## src/rtl/fmeter_ctrl.sv

```systemverilog
// Clear -> gate -> stop sequencer for the fmeter reciprocal counter, with a valid/ready result.
// Define FMCTRL_TIMEOUT_EN to build the STOP-state timeout that ends a wait for m_sta to fall.
module fmeter_ctrl #(
  parameter int unsigned CNT_W   = 20,
  parameter int unsigned GATE_W  = 24,
  parameter int unsigned TMO_CYC = 1048575
) (
  input  logic              fs,
  input  logic              clr_n,
  input  logic              start,
  input  logic              abort,
  input  logic              cont,
  input  logic [GATE_W-1:0] gate_len,
  output logic              busy,
  output logic              m_clr,
  output logic              m_ss,
  input  logic              m_sta,
  input  logic              m_ovx,
  input  logic              m_ovs,
  input  logic [CNT_W-1:0]  m_cntx,
  input  logic [CNT_W-1:0]  m_cnts,
  output logic              res_valid,
  input  logic              res_ready,
  output logic [CNT_W-1:0]  res_cntx,
  output logic [CNT_W-1:0]  res_cnts,
  output logic              res_ovx,
  output logic              res_ovs,
  output logic              res_nosig,
  output logic              res_tmo
);

  if (TMO_CYC == 0 || GATE_W < 2 || CNT_W == 0) begin : g_param_chk
    $error("fmeter_ctrl: TMO_CYC must be nonzero, GATE_W >= 2, CNT_W >= 1");
  end

  typedef enum logic [2:0] {
    StIdle,
    StClr,
    StGate,
    StStop,
    StLatch,
    StDone
  } state_e;

  state_e             state;
  logic [GATE_W-1:0]  glen;
  logic [GATE_W-1:0]  gcnt;
  logic               clr_cnt;
  logic               sta_seen;
  logic [GATE_W-1:0]  glen_eff;

  // A gate shorter than two cycles cannot be synchronized by fmeter.
  assign glen_eff = (gate_len < GATE_W'(2)) ? GATE_W'(2) : gate_len;

`ifdef FMCTRL_TIMEOUT_EN
  localparam int unsigned TMO_W = (TMO_CYC > 1) ? $clog2(TMO_CYC) : 1;
  logic [TMO_W-1:0] tmo_cnt;
  logic             tmo_hit;
`else
  assign res_tmo = 1'b0;
`endif

  always_ff @(posedge fs or negedge clr_n) begin
    if (!clr_n) begin
      state     <= StIdle;
      glen      <= '0;
      gcnt      <= '0;
      clr_cnt   <= 1'b0;
      sta_seen  <= 1'b0;
      busy      <= 1'b0;
      m_clr     <= 1'b0;
      m_ss      <= 1'b0;
      res_valid <= 1'b0;
      res_cntx  <= '0;
      res_cnts  <= '0;
      res_ovx   <= 1'b0;
      res_ovs   <= 1'b0;
      res_nosig <= 1'b0;
`ifdef FMCTRL_TIMEOUT_EN
      tmo_cnt   <= '0;
      tmo_hit   <= 1'b0;
      res_tmo   <= 1'b0;
`endif
    end else if (abort) begin
      // Result registers deliberately keep their last contents.
      state     <= StIdle;
      busy      <= 1'b0;
      m_clr     <= 1'b0;
      m_ss      <= 1'b0;
      res_valid <= 1'b0;
    end else begin
      unique case (state)
        StIdle: begin
          if (start) begin
            glen     <= glen_eff;
            state    <= StClr;
            busy     <= 1'b1;
            m_clr    <= 1'b1;
            clr_cnt  <= 1'b0;
            sta_seen <= 1'b0;
          end
        end
        StClr: begin
          if (clr_cnt) begin
            state <= StGate;
            m_clr <= 1'b0;
            m_ss  <= 1'b1;
            gcnt  <= GATE_W'(1);
          end else begin
            clr_cnt <= 1'b1;
          end
        end
        StGate: begin
          if (m_sta) begin
            sta_seen <= 1'b1;
          end
          if (gcnt == glen) begin
            state <= StStop;
            m_ss  <= 1'b0;
`ifdef FMCTRL_TIMEOUT_EN
            tmo_cnt <= '0;
            tmo_hit <= 1'b0;
`endif
          end else begin
            gcnt <= gcnt + GATE_W'(1);
          end
        end
        StStop: begin
          if (!sta_seen || !m_sta) begin
            state <= StLatch;
          end
`ifdef FMCTRL_TIMEOUT_EN
          else if (tmo_cnt == TMO_W'(TMO_CYC - 1)) begin
            tmo_hit <= 1'b1;
            state   <= StLatch;
          end else begin
            tmo_cnt <= tmo_cnt + TMO_W'(1);
          end
`endif
        end
        StLatch: begin
          // No sta edge during the gate means no fx: report zeros, not stale counts.
          res_cntx  <= sta_seen ? m_cntx : '0;
          res_cnts  <= sta_seen ? m_cnts : '0;
          res_ovx   <= sta_seen & m_ovx;
          res_ovs   <= sta_seen & m_ovs;
          res_nosig <= ~sta_seen;
`ifdef FMCTRL_TIMEOUT_EN
          res_tmo   <= tmo_hit;
`endif
          res_valid <= 1'b1;
          state     <= StDone;
        end
        StDone: begin
          if (res_ready) begin
            res_valid <= 1'b0;
            if (cont) begin
              state    <= StClr;
              m_clr    <= 1'b1;
              clr_cnt  <= 1'b0;
              sta_seen <= 1'b0;
            end else begin
              state <= StIdle;
              busy  <= 1'b0;
            end
          end
        end
        default: begin
          state <= StIdle;
          busy  <= 1'b0;
          m_clr <= 1'b0;
          m_ss  <= 1'b0;
        end
      endcase
    end
  end

endmodule
```

## config.mk

```make
export PLATFORM = sky130hd
export DESIGN_NAME = fmeter_ctrl
export DESIGN_NICKNAME = d
export VERILOG_FILES = /design/src/rtl/fmeter_ctrl.sv
export SDC_FILE = /design/constraint.sdc
export NUM_CORES = 1
export LEC_CHECK = 0
export ABC_AREA = 0
export CAP_MARGIN = 15
export CELL_PAD_IN_SITES_DETAIL_PLACEMENT = 0
export CELL_PAD_IN_SITES_GLOBAL_PLACEMENT = 2
export CORE_AREA = 2 2 177 92
export DETAILED_ROUTE_END_ITERATION = 10
export DIE_AREA = 0 0 179 94
export DONT_BUFFER_PORTS = 1
export PLACE_DENSITY = 0.84
export SLEW_MARGIN = 20
export SYNTH_ARGS = -nofsm -noshare
export SYNTH_HDL_FRONTEND = slang
export SYNTH_SLANG_ARGS = --single-unit
export TNS_END_PERCENT = 20
```

## constraint.sdc

```tcl
create_clock -name fs -period 2 [get_ports fs]
set_input_delay 0.3 -clock fs [delete_from_list [all_inputs] [get_ports fs]]
set_output_delay 0.3 -clock fs [all_outputs]
set_load 0.05 [all_outputs]
```

---- After elaboration in Yosys (flattened, before gate mapping) ----
Index checks and enable logic that the tools add are counted.
word-level totals
  logic and storage cells ................. 100
  bits of input ports ..................... 73
  register bits after elaboration ......... 100
  output and inout bits ................... 48
cells by class
  equality and inequality tests ........... 22
  reductions and logical operators ........ 21
  mux-type cells .......................... 37
  bitwise logic cells ..................... 4
  $add $sub $neg .......................... 1
  order comparisons ....................... 1
operators by type and width
  kind                                                         count
  2-to-1 mux 24 bit                                            3
  case mux 24 bit (2 select lines)                             1
  2-to-1 mux 20 bit                                            2
  adder 24 x 1 -> 24 bit, second input constant                1
  equality test 24 bit                                         1
  less-than comparator 24 x 2 -> 1 bit, second input constant  1
  inequality test 3 bit, second input constant                 7
  2-to-1 mux 1 bit                                             18
  2-to-1 mux 3 bit                                             6
  case mux 3 bit (6 select lines)                              1
  AND reduction 5 bit                                          3
  inequality test 2 bit, second input constant                 6
  case mux 1 bit (3 select lines)                              4
  nonzero test 3 bit                                           3
  AND reduction 4 bit                                          2
  OR reduction 4 bit                                           2
  equality test 3 x 2 -> 1 bit, second input constant          2
  equality test 3 bit, second input constant                   2
  inequality test 2 x 1 -> 1 bit, second input constant        3
  AND reduction 3 bit                                          2
  AND reduction 6 bit                                          1
  case mux 1 bit (4 select lines)                              1
  AND reduction 2 bit                                          2
  equality test 3 x 1 -> 1 bit, second input constant          1
  other kinds (8)                                              11

---- Longest topological paths before layout ----
Gate-level depths: netlist of the first run.
  depth after elaboration ................. 5
  depth in mapped cells ................... 8
  depth with buffers taken out ............ 6

---- Worst setup path before layout of the first run ----
No wires, ideal clock.
  kind .................................... register -> register
  start ................................... register gcnt[0]
  end ..................................... register gcnt[12]
  stages on the path, launching flop included .. 7
  data arrival time ....................... 1.727 ns
  buffers on the path ..................... 0
  setup time .............................. 0.126 ns
  required time ........................... 1.874 ns
  period minus slack after synthesis ...... 1.853 ns
  setup slack ............................. 0.147 ns
  cells stage by stage .................... dfrtp_1 -> ha_1 -> nand4_1 -> or4_1 -> a21oi_1 -> nor2b_1 -> a311o_1
between the ends
  cells in the longest elaborated chain, start to end .. 3
  elaborated cells between the ends (all ways) .. 6
  those cells by class .................... add/sub: 1; eq/ne: 2; mux: 2; reduce/logical: 1
ends and longest elaborated chain
  item                                                                            RTL line  text
  start: declaration                                                              47        logic [GATE_W-1:0] gcnt;
  start signal: assignment                                                        125       gcnt <= gcnt + GATE_W'(1);
  adder 24 x 1 -> 24 bit / equality test 24 bit (equally long branches)           125, 117
  2-to-1 mux 24 bit / inequality test 2 bit (equally long branches)               --
  case mux 24 bit (2 select lines) / AND reduction 4 bit (equally long branches)  --
Several ways; a longest one is shown, not always the timed one. The select of a mux whose other input is x is not followed.
A chain may end at the register's enable or synchronous reset.

---- Worst setup path in the final report of the first run ----
Ends and elaborated chain as after synthesis.

==> results of run 1 <==
cells in the final DEF, fill, tap and decap left out, drive strengths merged, types with 3 or more instances in the layout:
master and instances:
o221ai 10, o311a 6, o41ai 3, o2111ai 6
o21ai 52, nor4 11, or4 5, buf 63
nor3 8, xor2 16, o21a 3, xnor2 8
inv 21, clkbuf 11, nand2 122, nand3 7
nor2b 5, dfrtp 100, mux2 23, nor2 14
a21o 3, a21oi 11, and4 4, nand4 15
o211ai 5, a22o 3, o311ai 3
cell usage after synthesis, drive strengths merged, types with 3 or more instances:
library cell / instances / area, µm²
a21o: 3 / 22.5
a21oi: 11 / 55.1
a22o: 3 / 26.3
and4: 4 / 36.3
buf: 20 / 154
clkbuf: 22 / 83.8
dfrtp: 100 / 2500
inv: 19 / 71.3
mux2: 23 / 259
nand2: 122 / 458
nand3: 7 / 35.0
nand4: 15 / 113
nor2: 14 / 62.6
nor2b: 5 / 31.3
nor3: 8 / 40.0
nor4: 11 / 109
o2111ai: 6 / 52.6
o211ai: 5 / 42.5
o21a: 3 / 22.5
o21ai: 52 / 272
o221ai: 10 / 131
o311a: 6 / 62.6
o311ai: 3 / 26.3
o41ai: 3 / 26.3
or4: 5 / 37.5
xnor2: 8 / 70.1
xor2: 16 / 140
per-layer routing:
metal,wire (µm),global-route usage [%],vias to the layer above
met4,270,5.69,0
li1,-,-,1984
met1,6250,22.8,2017
met3,915,4.81,24
met2,6770,27.5,150
met5,0,0,-
cell type report:
cell class                 count  area (µm²)  area share, %
multi-input combinational    377        2510           40.6
sequential                   100        2500           40.6
timing repair buffer          66         542           8.77
tap                          204         255           4.13
clock buffer                  10         239           3.87
inverter                      19        71.3           1.15
clock inverter                 6        57.6          0.932
logic make-up after synthesis:
family | count (synthesis) | synth area share (%)
AND/OR/NAND/NOR | 200 | 18.9
AO/OA/AOI/OAI | 127 | 18.0
flip-flops | 100 | 47.8
buffers and inverters | 61 | 5.90
XOR/XNOR | 24 | 4.01
multiplexers | 24 | 5.13
adder cells (fa/ha/maj) | 1 | 0.239
other | 1 | 0.0716
registers in the layout, summed over array words and instances, names as in the netlist:
register and cells:
res_cnts 20, state 3, sta_seen 1, m_ss 1, res_valid 1, m_clr 1, res_nosig 1, res_cntx 20
clr_cnt 1, glen 24, res_ovs 1, busy 1, gcnt 24, res_ovx 1
repair_timing:
action | 4_1_cts | 5_1_grt
hold endpoints to repair | 102 | 101
pin swaps | 1 | 16
setup buffers | 0 | 10
endpoints found under the setup margin | 4 | 25
hold buffers | 1 | 1
resized for setup | 3 | 22
gates cloned | 0 | 1
worst max-delay path, stage by stage (launching register included):
cell and delay, ns:
dfrtp_1 0.42, ha_2 0.21, nand4_1 0.10, buf_4 0.17
or4_4 0.53, a2111oi_2 0.37, a311o_1 0.17
worst paths after layout:
| check | start | end | slack [ns] | depth (start not counted) |
|---|---|---|---|---|
| worst max register to register | gcnt[0]$_DFFE_PN0P_ | gcnt[12]$_DFFE_PN0P_ | -0.04 | 6 |
| min in group fs | m_cnts[19] | res_cnts[19]$_DFFE_PN0P_ | 0.08 | 2 |
| worst min register to register | glen[18]$_DFFE_PN0P_ | glen[18]$_DFFE_PN0P_ | 0.53 | 1 |
| max in group asynchronous | clr_n | gcnt[20]$_DFFE_PN0P_ | 2.20 | 0 |
| worst max-delay path | gcnt[0]$_DFFE_PN0P_ | gcnt[12]$_DFFE_PN0P_ | -0.04 | 6 |
| worst min-delay path | clr_n | res_ovs$_DFFE_PN0P_ | -0.37 | 0 |
power breakdown:
group | switching [mW] | internal (mW)
Sequential | 1.39 | 2.67
Clock | 0.840 | 0.901
Combinational | 1.41 | 1.28
Total | 3.64 | 4.84
stage by stage:
step | util, % | setup slack [ns] | instance area [µm²] | power, mW | setup TNS (ns)
after floorplan | - | 0.147 | 5240 | 5.71 | 0
after global placement | 37.4 | -0.0576 | 5670 | 6.53 | -0.0576
after detailed placement | 37.4 | -0.0265 | 5670 | 6.58 | -0.0483
after CTS | 39.4 | 0.00121 | 5980 | 8.35 | 0
after global routing | 40.7 | -0.0896 | 6180 | 8.99 | -0.349
final | 40.7 | -0.0380 | 6180 | 8.48 | -0.0380
==> impl_metrics.ini, run 1 <==
[detailed_routing]
drtIter0Drc = 279
drt_wl_total_mm = 14.2
avgRoutedWirePerCell_um = 18.2
ant_nets = 0
vias = 4175
first_pass_iters = 5
via_per_inst = 5.34
drc = 0

[clocking]
htreeDepth = 3
root_buffer = clkbuf_16
cts.sinks = 100
tritoncts = yes
path_clk_slew_ns = 0.08
cts-buffers-inserted = 9
clockBufferDepth = 2
insertion_delay_ns = 0.36

[sta]
fin_ws_ns = -0.0380
fin_skew_ns = 0.0113
period_minus_slack_ns = 2.04
grt_setup_unrepaired = true
relSlewSlack_pct = 60.4
hold_viol = 100
slew_violations = 0
timing.final.crit_share_pct = 102
worst_pin_slew_ns = 0.594
setup_viol_count_final = 1
fmax_mhz = 491
hold-worst-slack_ns = -0.371

[placed_design]
place_hpwl_mm = 10.1
placedCellCount = 753
finalWeightedCongestion = 0.904
io_buffers = 0

[global_route]
grt_max_degree = 101
gr-total-overflow = 0
grt_pass1_vias = 4148
grt_pass1_wl_mm = 22.3
grt_use_total_pct = 17.3
antenna_found_initial = 0

[logic_synthesis]
ys_async_sr_fraction_pct = 100
netlist_area_mm2 = 0.00524
syn_avg_cell_area_um2 = 9.74
yosys_warnings = 0
synth_edf_count = 0
ys_types = 66
synth-main-ff-cell = dfrtp_1
syn-num-nets = 612
yosys_register_bits = 100
ys_seq_area_share_pct = 47.8
postSynthCellCount = 538

[floorplanning]
design.core.area_mm2 = 0.0152
dieArea_mm2 = 0.0168
start_util_pct = 34.5
dieHeight_um = 94
ios = 121
die_x_um = 179
rows = 32

[worst_setup_path]
critPathRequiredTime_ns = 2.29
crit_arrival_ns = 2.33
worst-path-max-fanout = 4
worstSetupPathType = register to register
start_kind = register
cp-end-kind = register

[layout]
syn_to_final_growth_pct = 17.9
layout-drive-gt1-share_pct = 24.7
antennaDiodeCount = 0
fillers = 1495
final_nets = 647
fin_cells = 782

[power]
leakage_nw = 2.55
peakVddDrop_mv = 0.469
power_density_mw_per_mm2 = 1370

[flow_run]
max_cap_violations = 0

[run_status]
run_status = finished with violations
violations = hold timing, setup timing

[hold_path]
hold_class = input port to asynchronous set/reset pin
Note: power is estimated with default switching activity, not from simulation.
==> run 2, diff against run 1 <==
CORE_AREA = 4 4 147 113   (was 2 2 177 92)
DIE_AREA = 0 0 151 117   (was 0 0 179 94)
PLACE_DENSITY = 0.85   (was 0.84)
==> run 2 against run 1 <==
Compared with the run above:
- the flow still finishes with violations (hold timing, setup timing)
- first-iteration DRC count is 30% higher
- non-clock buffer count is 9 higher
- design area is 2.4% higher
- worst setup slack better by 0.014 ns
- largest power group unchanged
- clock-buffer cell count is 2 higher
- cell count is 1.5% higher
- hold slack better by 0.012 ns
- fmax is 0.68% higher
==> impl_metrics.ini, run 2 (synthesis gave the netlist of run 1 again) <==
[detailed_routing]
drt_wl_total_mm = 15.3
first_pass_iters = 5
via_per_inst = 5.47
drc = 0
ant_nets = 0
avgRoutedWirePerCell_um = 19.3
drtIter0Drc = 364
vias = 4342

[clocking]
tritoncts = yes
root_buffer = clkbuf_16
postCtsHoldBufs = 1
cts.sinks = 100
htreeDepth = 3
cts-buffers-inserted = 9
clockBufferDepth = 2
path_clk_slew_ns = 0.07
insertion_delay_ns = 0.35

[power]
power_density_mw_per_mm2 = 1380
peakVddDrop_mv = 0.452
leakage_nw = 2.64

[placed_design]
placedCellCount = 757
dpl_cell_area_mm2 = 0.00571
place_hpwl_mm = 10.7
io_buffers = 0
finalWeightedCongestion = 0.874

[run_status]
violations = hold timing, setup timing
run_status = finished with violations

[worst_setup_path]
cp-end-kind = register
critPathBufInv = 3
cp-startpoint = gcnt[0]$_DFFE_PN0P_
cp_slowest_stage_delay_ns = 0.36
critical-path-top-delay-family = buffers and inverters
cpMaxStageDelayCell = dfrtp_1
worstSetupPathType = register to register
r2r-start = gcnt[0]$_DFFE_PN0P_
path_common_cell = buf_4
start_kind = register
worst-path-max-fanout = 4
crit_arrival_ns = 2.30
path_cells = buf_4, ha_2, nand4_1, buf_4, nor4_4, buf_4, nand2_1, a2111o_1, o211ai_2
critPathRequiredTime_ns = 2.28

[sta]
hold-worst-slack_ns = -0.359
worst_pin_slew_ns = 0.675
slew_violations = 0
timing.final.crit_share_pct = 101
fmax_mhz = 494
grt_setup_unrepaired = true
relSlewSlack_pct = 55.0
period_minus_slack_ns = 2.02
fin_skew_ns = 0.00624
fin_ws_ns = -0.0243
hold_viol = 100
setup_viol_count_final = 2

[layout]
fin_cells = 794
antennaDiodeCount = 0
final_nets = 658
final_cell_area_mm2 = 0.00632
ff_latch_area_mm2 = 0.00250
multi_input_area_mm2 = 0.00259
fin_util_pct = 41.8
largestRegisters = gcnt: 24 flops, glen: 24 flops
layout_commonest_cell = nand2_1
syn_to_final_growth_pct = 20.7
fillers = 1475
layout-drive-gt1-share_pct = 26.5
final_cell_mix = nand2_1, dfrtp_1, buf_4, o21ai_0, mux2_2

[global_route]
grt_pass1_vias = 4005
grt_max_degree = 101
antenna_found_initial = 0
grt_pass1_wl_mm = 22.3
gr-total-overflow = 0
grt_use_total_pct = 16.4

[floorplanning]
start_util_pct = 34.6
dieArea_mm2 = 0.0177
rows = 39
die_x_um = 151
ios = 121
dieHeight_um = 117
design.core.area_mm2 = 0.0151

[flow_run]
max_cap_violations = 0

[hold_path]
hold_class = input port to asynchronous set/reset pin
[run 2: what timing repair did]
item	CTS	global route
endpoints found under the hold margin	103	100
gates cloned	0	3
buffers inserted	3	14
setup endpoints to repair	10	21
gates resized for setup	6	27
pin swaps	5	16
[run 2: final timing paths]
kind	endpoint	slack (ns)	cells past startpoint
worst min register to register	glen[11]$_DFFE_PN0P_	0.53	1
min in group fs	glen[0]$_DFFE_PN0P_	0.08	1
worst max register to register	gcnt[18]$_DFFE_PN0P_	-0.02	9
worst max-delay path	gcnt[18]$_DFFE_PN0P_	-0.02	9
worst min-delay path	glen[10]$_DFFE_PN0P_	-0.36	0
max in group asynchronous	res_ovx$_DFFE_PN0P_	2.10	0
[run 2: report_power, final]
part           internal (mW)  total (mW)  switching, mW
clock network          0.920        1.73          0.805
registers               2.67        4.03           1.36
logic                   1.36        2.94           1.59
total                   4.94        8.70           3.75
[run 2: per-stage QoR]
step / worst slack [ns] / setup TNS, ns / total power [mW]
after floorplan: 0.147 / 0 / 5.71
after global placement: -0.0813 / -0.0974 / 6.60
after detailed placement: -0.0442 / -0.0762 / 6.67
after CTS: -0.0204 / -0.0259 / 8.45
after global routing: -0.126 / -0.723 / 9.17
final: -0.0243 / -0.0303 / 8.70
[run 2: layer usage]
metal	share of wire [%]	wire length, µm	global-route usage (%)
met5	0	0	0
met2	46	7070	24.6
met4	1.6	249	4.53
met1	44	6710	23.7
met3	8.3	1270	4.08
[run 2: final cells by class]
| cell class | instances | area share, % |
|---|---|---|
| clock buffer | 12 | 4.06 |
| clock inverter | 4 | 0.514 |
| inverter | 19 | 1.13 |
| multi-input combinational | 379 | 41.0 |
| sequential | 100 | 39.6 |
| tap | 205 | 4.06 |
| timing repair buffer | 75 | 9.70 |
==> run 3, diff against run 2 <==
RECOVER_POWER = 100   (was default)
REMOVE_ABC_BUFFERS = 1   (was default)
SETUP_SLACK_MARGIN = 0.5   (was default)
==> run 3 against run 2 <==
Compared with the run above:
- the flow finishes with violations (hold timing)
- register-to-register slack gained 0.07 ns
- core utilization up 0.20 points
- sequential share of layout area shrank 0.13 points
- global-route usage is 0.14 points higher
- die area unchanged
- sequential power about the same
- wire length fell by 4.5%
- via count down 2.2%
- combinational power about the same
- largest power group unchanged
==> impl_metrics.ini, run 3 (synthesis gave the netlist of run 1 again) <==
[floorplanning]
start_util_pct = 34.6
design.core.area_mm2 = 0.0151
dieArea_mm2 = 0.0177
dieHeight_um = 117
rows = 39
die_x_um = 151
ios = 121

[layout]
layout-drive-gt1-share_pct = 27.6
final_nets = 646
layout_commonest_cell = nand2_1
fin_cells = 782
fillers = 1475
final_cell_area_mm2 = 0.00635
antennaDiodeCount = 0
final_cell_mix = nand2_1, dfrtp_1, o21ai_0, buf_4, mux2_2
largestRegisters = gcnt: 24 flops, glen: 24 flops
ff_latch_area_mm2 = 0.00251
multi_input_area_mm2 = 0.00269
syn_to_final_growth_pct = 21.3

[worst_setup_path]
critPathRequiredTime_ns = 2.23
worstSetupPathType = register to register
start_kind = register
reg2reg_depth = 8
worst-path-max-fanout = 4
crit_arrival_ns = 2.19
cp-end-kind = register

[power]
clkPwrFrac_pct = 20.0
peakVddDrop_mv = 0.625
switching_power_mw = 3.79
power_frac_seq_pct = 46.2
leakage_nw = 2.64
p_sw_share_pct = 43.4
power.total_mw = 8.73
power_density_mw_per_mm2 = 1370
combPwrFrac_pct = 33.8
internal_power_mw = 4.94

[sta]
grt_setup_unrepaired = true
slew_violations = 0
fmax_mhz = 512
hold-worst-slack_ns = -0.361
period_minus_slack_ns = 1.95
relSlewSlack_pct = 51.5
setup_viol_count_final = 0
worst_pin_slew_ns = 0.728
fin_tns_setup_ns = 0
fin_ws_ns = 0.0464
fin_skew_ns = 0.0117
hold_viol = 100
timing.final.crit_share_pct = 97.7

[clocking]
insertion_delay_ns = 0.35
root_buffer = clkbuf_16
tritoncts = yes
postCtsHoldBufs = 1
path_clk_slew_ns = 0.08
cts-buffers-inserted = 9
cts.sinks = 100
clockBufferDepth = 2
htreeDepth = 3

[run_status]
run_status = finished with violations
violations = hold timing

[placed_design]
finalWeightedCongestion = 0.856
io_buffers = 0
place_hpwl_mm = 10.2
dpl_cell_area_mm2 = 0.00569
placedCellCount = 753
dp_slack_ns = 0.0116

[global_route]
gr-total-overflow = 0
antenna_found_initial = 0
grt_max_degree = 101
grt_pass1_wl_mm = 23.0
grt_use_total_pct = 16.5
grt_pass1_vias = 4236

[detailed_routing]
topRoutingLayerUsed = met4
via_per_inst = 5.43
first_pass_iters = 4
vias = 4248
avgRoutedWirePerCell_um = 18.7
ant_nets = 0
routed-wl-met3_mm = 1.54
drc = 0
drt_wl_total_mm = 14.6
drtIter0Drc = 294
drt-met1-wl_mm = 6.50
routed-wl-met2_mm = 6.42

[hold_path]
hold_class = input port to asynchronous set/reset pin

[flow_run]
max_cap_violations = 0
[run 3: power by group through the flow]
stage	logic, mW	clock network, mW	registers, mW
after floorplan	1.53	0	4.03
after global placement	2.53	0	4.04
after detailed placement	2.60	0	4.05
after CTS	2.70	1.80	4.02
after global routing	3.24	1.88	4.13
final	2.95	1.74	4.04
[run 3: per-layer routing]
metal	vias to the layer above	global-route usage, %
met5	-	0
met4	0	3.86
met3	17	6.31
met2	176	23.7
met1	2074	23.7
li1	1981	-
[run 3: path summary, 6_finish.rpt]
| kind | slack, ns | end | from |
|---|---|---|---|
| setup / recovery | 0.05 | gcnt[14]$_DFFE_PN0P_ | gcnt[1]$_DFFE_PN0P_ |
| hold / removal | -0.36 | sta_seen$_DFFE_PN0P_ | clr_n |
| setup reg to reg | 0.05 | gcnt[14]$_DFFE_PN0P_ | gcnt[1]$_DFFE_PN0P_ |
| hold reg to reg | 0.53 | glen[21]$_DFFE_PN0P_ | glen[21]$_DFFE_PN0P_ |
| max in group asynchronous | 2.14 | state[0]$_DFFE_PN0P_ | clr_n |
| min in group fs | 0.08 | res_cntx[3]$_DFFE_PN0P_ | m_cntx[3] |
[run 3: cell type report]
cell class	count	area share (%)
clock inverters	7	1.06
multi-input cells	378	42.4
repair buffers	64	8.39
flip-flops and latches	100	39.5
well taps	205	4.04
inverters	19	1.12
clock buffers	9	3.54
[run 3: repair_timing]
action,in CTS,in global routing
resized for setup,18,48
gates cloned,1,1
buffers inserted,6,4
pin swaps,11,22
hold endpoints to repair,103,100
setup endpoints to repair,91,92
[run 3: critical path, cell delays in order (launching register included)]
cell and delay, ns:
dfrtp_1 0.41, ha_2 0.20, nand4_1 0.15, buf_4 0.20, buf_4 0.13, or4_4 0.43, nand3_2 0.08, o311a_4 0.17
o31ai_2 0.05
[run 3: per-stage QoR]
stage	utilization [%]	hold slack [ns]
after floorplan	-	0.00441
after global placement	37.6	0.0119
after detailed placement	37.6	0.0117
after CTS	40.4	-0.373
after global routing	42.0	-0.389
final	42.0	-0.361
